## config.mk

```make
export PLATFORM = sky130hd
export DESIGN_NAME = uart_move_parser
export DESIGN_NICKNAME = d
export VERILOG_FILES = /design/src/rtl/uart_move_parser.sv
export SDC_FILE = /design/constraint.sdc
export NUM_CORES = 1
export LEC_CHECK = 0
export ABC_AREA = 1
export CAP_MARGIN = 10
export CORE_MARGIN = 2
export CORE_UTILIZATION = 35
export CTS_BUF_LIST = sky130_fd_sc_hd__clkbuf_8
export DETAILED_ROUTE_END_ITERATION = 10
export GPL_TIMING_DRIVEN = 1
export PLACE_DENSITY = 0.56
export SYNTH_ARGS = -nofsm -noshare
export SYNTH_HDL_FRONTEND = slang
export SYNTH_SLANG_ARGS = --single-unit
```

## constraint.sdc

```tcl
create_clock -name clk -period 2.6 [get_ports clk]
set_input_delay 0.52 -clock clk [delete_from_list [all_inputs] [get_ports clk]]
set_output_delay 0.52 -clock clk [all_outputs]
set_load 0.05 [all_outputs]
```

## src/rtl/uart_move_parser.sv

```systemverilog
// Assembles ASCII Connect-6 move frames "r1c1r2c2" from a UART byte stream.
// Define MOVE_PARSER_SINGLE_STONE_EN to accept a four-digit single-stone opening move.
module uart_move_parser #(
  parameter int unsigned MAX_COORD = 19,
  parameter logic [7:0]  CR_CHAR   = 8'h0D,
  parameter logic [7:0]  LF_CHAR   = 8'h0A,
  parameter logic [7:0]  SP_CHAR   = 8'h20
) (
  input  logic       clk,
  input  logic       reset,
  input  logic       rx_valid,
  input  logic [7:0] rx_data,
  input  logic       rx_eop,
  output logic       move_valid,
  input  logic       move_ready,
  output logic [4:0] move_r1,
  output logic [4:0] move_c1,
  output logic [4:0] move_r2,
  output logic [4:0] move_c2,
  output logic       move_two,
  output logic       frame_err,
  output logic [1:0] err_code,
  output logic       overrun
);

  localparam logic [6:0] MaxCoord = 7'(MAX_COORD);

  typedef enum logic [1:0] {StIdle, StCollect, StDiscard, StHold} state_e;

  state_e     state;
  logic [3:0] cnt;
  logic [3:0] tens;
  logic [4:0] w_r1, w_c1, w_r2, w_c2;

  logic       is_digit, is_term, is_space, frame_end, coord_ok, single_ok;
  logic [3:0] digit_val;
  logic [6:0] coord_val;

  assign is_digit  = (rx_data >= 8'h30) && (rx_data <= 8'h39);
  assign is_term   = (rx_data == CR_CHAR) || (rx_data == LF_CHAR);
  assign is_space  = (rx_data == SP_CHAR);
  assign digit_val = rx_data[3:0];
  // A byte arriving together with rx_eop wins; the eop is ignored that cycle.
  assign frame_end = (rx_valid && is_term) || (rx_eop && !rx_valid);
  assign coord_val = 7'(tens) * 7'd10 + 7'(digit_val);
  assign coord_ok  = (coord_val >= 7'd1) && (coord_val <= MaxCoord);

`ifdef MOVE_PARSER_SINGLE_STONE_EN
  assign single_ok = (cnt == 4'd4);
`else
  assign single_ok = 1'b0;
`endif

  always_ff @(posedge clk) begin
    if (reset) begin
      state      <= StIdle;
      cnt        <= 4'd0;
      tens       <= 4'd0;
      w_r1       <= 5'd0;
      w_c1       <= 5'd0;
      w_r2       <= 5'd0;
      w_c2       <= 5'd0;
      move_valid <= 1'b0;
      move_r1    <= 5'd0;
      move_c1    <= 5'd0;
      move_r2    <= 5'd0;
      move_c2    <= 5'd0;
      move_two   <= 1'b0;
      frame_err  <= 1'b0;
      err_code   <= 2'd0;
      overrun    <= 1'b0;
    end else begin
      frame_err <= 1'b0;
      overrun   <= 1'b0;
      unique case (state)
        StIdle: begin
          if (rx_valid) begin
            if (is_digit) begin
              tens  <= digit_val;
              cnt   <= 4'd1;
              state <= StCollect;
            end else if (!is_term && !is_space) begin
              frame_err <= 1'b1;
              err_code  <= 2'd0;
              state     <= StDiscard;
            end
          end
        end

        StCollect: begin
          if (frame_end) begin
            if (cnt == 4'd8) begin
              move_r1    <= w_r1;
              move_c1    <= w_c1;
              move_r2    <= w_r2;
              move_c2    <= w_c2;
              move_two   <= 1'b1;
              move_valid <= 1'b1;
              state      <= StHold;
            end else if (single_ok) begin
              move_r1    <= w_r1;
              move_c1    <= w_c1;
              move_r2    <= 5'd0;
              move_c2    <= 5'd0;
              move_two   <= 1'b0;
              move_valid <= 1'b1;
              state      <= StHold;
            end else begin
              frame_err <= 1'b1;
              err_code  <= 2'd2;
              state     <= StIdle;
            end
          end else if (rx_valid && is_digit) begin
            if (cnt == 4'd8) begin
              frame_err <= 1'b1;
              err_code  <= 2'd2;
              state     <= StDiscard;
            end else if (!cnt[0]) begin
              tens <= digit_val;
              cnt  <= cnt + 4'd1;
            end else if (!coord_ok) begin
              frame_err <= 1'b1;
              err_code  <= 2'd1;
              state     <= StDiscard;
            end else begin
              // Odd counts 1,3,5,7 complete r1,c1,r2,c2 respectively.
              unique case (cnt[2:1])
                2'd0: w_r1 <= coord_val[4:0];
                2'd1: w_c1 <= coord_val[4:0];
                2'd2: w_r2 <= coord_val[4:0];
                2'd3: w_c2 <= coord_val[4:0];
              endcase
              cnt <= cnt + 4'd1;
            end
          end else if (rx_valid && !is_space) begin
            frame_err <= 1'b1;
            err_code  <= 2'd0;
            state     <= StDiscard;
          end
        end

        StDiscard: begin
          if (frame_end) begin
            state <= StIdle;
          end
        end

        StHold: begin
          if (rx_valid) begin
            overrun  <= 1'b1;
            err_code <= 2'd3;
          end
          if (move_ready) begin
            move_valid <= 1'b0;
            state      <= StIdle;
          end
        end

        default: state <= StIdle;
      endcase
    end
  end

endmodule

```

==> impl_metrics.tcl <==
set metrics [dict create \
    hold_class "flop to flop" \
    post_synth_num_cell_types 34 \
    seq_area_frac_synth 0.383 \
    wl_um 6820 \
    slowest_delay_ns 0.49 \
    globalRouteTotalUtil 0.155 \
    detail_route.first_pass.iterations 4 \
    clkTransAtPathRegs_ns 0.10 \
    core_region_area_um2 8180 \
    rows 33 \
    detail_route.drc_violations 0 \
    finalCriticalPeriod_ns 2.51 \
    clock_insertion_delay_worst_skew_ns 0.32 \
    slew-limit-headroom 0.666 \
    dpl-instance-area_um2 3530 \
    clock.fmax_ghz 0.399 \
    vdd_drop_max_mv 0.325 \
    power_report.internal_total_w 0.00128 \
    mostFrequentLayoutCells "90 x nand2_1, 66 x nor2_1, 53 x inv_1, 53 x dfxtp_1, 38 x clkdlybuf4s50_1" \
    pin_count_of_the_biggest_net_entering_global_routing 50 \
    holdPathStages 2 \
    n_antenna_cell 0 \
    area_delta_synth_final_pct 28.4 \
    setup_cp_type "primary input to flop" \
    setup_ws_ns 0.0927 \
    cts_root_buffer "clkbuf_8" \
    worst_clock_skew_ns 0.00944 \
    drive_above_1_share 0.172 \
    netlist_area_um2 2930 \
    cts_made_buffers 5 \
    detail_route.wl_per_cell_um 11.7 \
    p_per_area_nw_per_um2 517 \
    synth.ff_latch_count 56 \
    fp.dieW_um 95.5 \
    die_height_um 95.5 \
    grt_antenna_before_repair 0 \
    layout_commonest_cell "nand2_1" \
    synth.top_cell.area_share 0.383 \
    vias_in_the_first_global_route 2466 \
    post_synth_inst_count 420 \
    gp_routability_congestion 0.828 \
    outcome "complete, no violations" \
    syn-num-nets 443 \
    power.clock.fraction 0.262 \
    num-fill-cells 847 \
    portBuffers 38 \
    worst_pin_slew_ns 0.500 \
    cap_violations 0 \
    rsz0062_at_grt "yes" \
    report.final.slew_viol_count 0 \
    setup_viol 0 \
    comb_power_share 0.265 \
    pin_count 39 \
    timing.critical_path.required_ns 2.85 \
    r2r_cells 16 \
    grt_overflow_total 0 \
    cp_cell_sequence "clkdlybuf4s50_1 > ha_2 > fa_2 > nand3b_1 > nor2_1 > nand2_2 > nand2_4 > nor2_8 > buf_12 > nand2_2 > nand3_2 > nand2_1 > nand2_1 > nor2_1" \
    synth.avg_cell_area_um2 6.97 \
    hpwl_reported_at_the_end_of_detailed_placement_um 4860 \
    crit_path_max_fanout 4 \
    critical_path_cell_count 14 \
    cp-end-kind "flop" \
    post_drt_via_cell_ratio 4.62 \
    cts_sinks 56 \
    cpMaxStageDelayCell "clkdlybuf4s50_1" \
    tritoncts "yes" \
    htreeDepth 2 \
    yosysTopAreaCell "dfxtp_1" \
    antenna_left 0 \
    timing.hold.ws_ns 0.460 \
    wire_length_of_the_first_global_routing_pass_um 11200 \
    timing.final.hold_violations 0 \
    die_area_um2 9110 \
    num_vias 2692 \
    swShare 0.342 \
    dp_worst_setup_slack_ns -0.220 \
    critical_path.n_buffers_inverters 2 \
    synthTopCellsByArea "dfxtp_1 38%, nand2_1 12%, nor2_1 8.6%, inv_1 6.9%, a21oi_1 5.0%" \
    timing.final.crit_share 0.964 \
    finish.instance_area_um2 3760 \
    switchingPower_w 0.000665 \
    finish.net_count 500 \
    yosys_warnings 0 \
    seq_power_share 0.472 \
    drt_iter0_drc 105 \
    critPathTopFamily "simple AND/OR/NAND/NOR gates" \
    initial_core_util 0.358 \
    start_kind "primary input" \
    arrival_ns 2.76 \
    cts-root-to-sink-buffers 2 \
    p_leak_nw 1.72 \
    cts_hold_buf 0 \
]
[cells by family after synthesis]
logic type	Yosys count	share of synthesized area
buffers and inverters	71	0.0974
XOR/XNOR	2	0.00598
AND/OR/NAND/NOR	212	0.344
adder cells (fa/ha/maj)	10	0.0479
AO/OA/AOI/OAI	69	0.122
flip-flops	56	0.383
[power groups by stage]
| stage | Combinational (W) | Clock (W) | Sequential, W |
|---|---|---|---|
| global placement | 0.000484 | 0 | 0.000937 |
| CTS | 0.000488 | 0.000529 | 0.000919 |
| global route | 0.000577 | 0.000569 | 0.000926 |
| finish | 0.000516 | 0.000510 | 0.000919 |
| detailed placement | 0.000485 | 0 | 0.000938 |
| floorplan | 0.000281 | 0 | 0.00100 |
[routing by layer]
| metal | GRT usage | wire, um | vias to the layer above |
|---|---|---|---|
| met5 | 0 | 0 | - |
| met4 | 0.0357 | 46 | 0 |
| met3 | 0.0269 | 261 | 6 |
| met2 | 0.265 | 3190 | 51 |
| met1 | 0.203 | 3320 | 1202 |
| li1 | - | - | 1433 |
[worst paths after layout]
kind / start / end / slack (ns)
setup / recovery: rx_data[1] / state[0] / 0.09
hold / removal: w_r1[0] / move_r1[0] / 0.46
hold reg to reg: w_r1[0] / move_r1[0] / 0.46
setup reg to reg: tens[3] / state[0] / 0.14
[worst register-to-register path, stage by stage, from the launching register on]
cell and delay, ns:
dfxtp_2 0.39, ha_4 0.21, ha_2 0.17, fa_1 0.54
nand2_1 0.07, inv_2 0.06, nand3_1 0.07, nand2_1 0.11
nand2_2 0.07, nand2_4 0.09, nor2_8 0.05, buf_12 0.13
nand2_2 0.09, nand3_2 0.12, nand2_1 0.08, nand2_1 0.04
nor2_1 0.09
[metrics by stage]
step | util | TNS, ns | instances | total power, W
CTS | 0.444 | 0 | 577 | 0.00194
finish | 0.460 | 0 | 583 | 0.00194
global placement | 0.432 | -2.33 | 569 | 0.00142
detailed placement | 0.432 | -3.48 | 569 | 0.00142
global route | 0.460 | -0.0551 | 583 | 0.00207
floorplan | - | 0 | 420 | 0.00128
[state kept, by name, summed over array words and instances, names as in the netlist, 2 cells and up]
register and cells:
tens 4, move_c2 5, w_r2 5, w_c2 5, state 2, w_c1 5, w_r1 5, move_r1 5
cnt 4, move_c1 5, err_code 2, move_r2 5
[timing repair]
action,in CTS,in global routing
buffers inserted,0,4
gates resized for setup,0,18
setup endpoints to repair,0,16
[cell usage after synthesis]
library cell / count
nand2_1: 93
nor2_1: 67
dfxtp_1: 56
inv_1: 54
a21oi_1: 29
o21ai_0: 28
nand3_1: 18
o21ai_1: 9
ha_1: 8
nand2_2: 8
inv_2: 6
buf_4: 4
clkbuf_1: 4
nand3_2: 4
nor2_2: 4
buf_2: 3
fa_1: 2
nand2_4: 2
nand3b_1: 2
nand4_1: 2
nand4_4: 2
nor3_1: 2
nor3_2: 2
a211oi_2: 1
nand3_4: 1
nor2_4: 1
nor2_8: 1
nor3_4: 1
o211ai_1: 1
o21bai_1: 1
or2_1: 1
or2_2: 1
xnor2_1: 1
xor2_1: 1
[cell type report]
class | count | area (um2) | share of cell area
clock buffers | 5 | 68.8 | 0.0183
inverters | 60 | 225 | 0.0599
well taps | 105 | 131 | 0.0349
flip-flops and latches | 56 | 1120 | 0.299
clock inverters | 3 | 27.5 | 0.00732
repair buffers | 59 | 576 | 0.153
multi-input cells | 295 | 1610 | 0.427
Note: power is estimated with default switching activity, not from simulation.
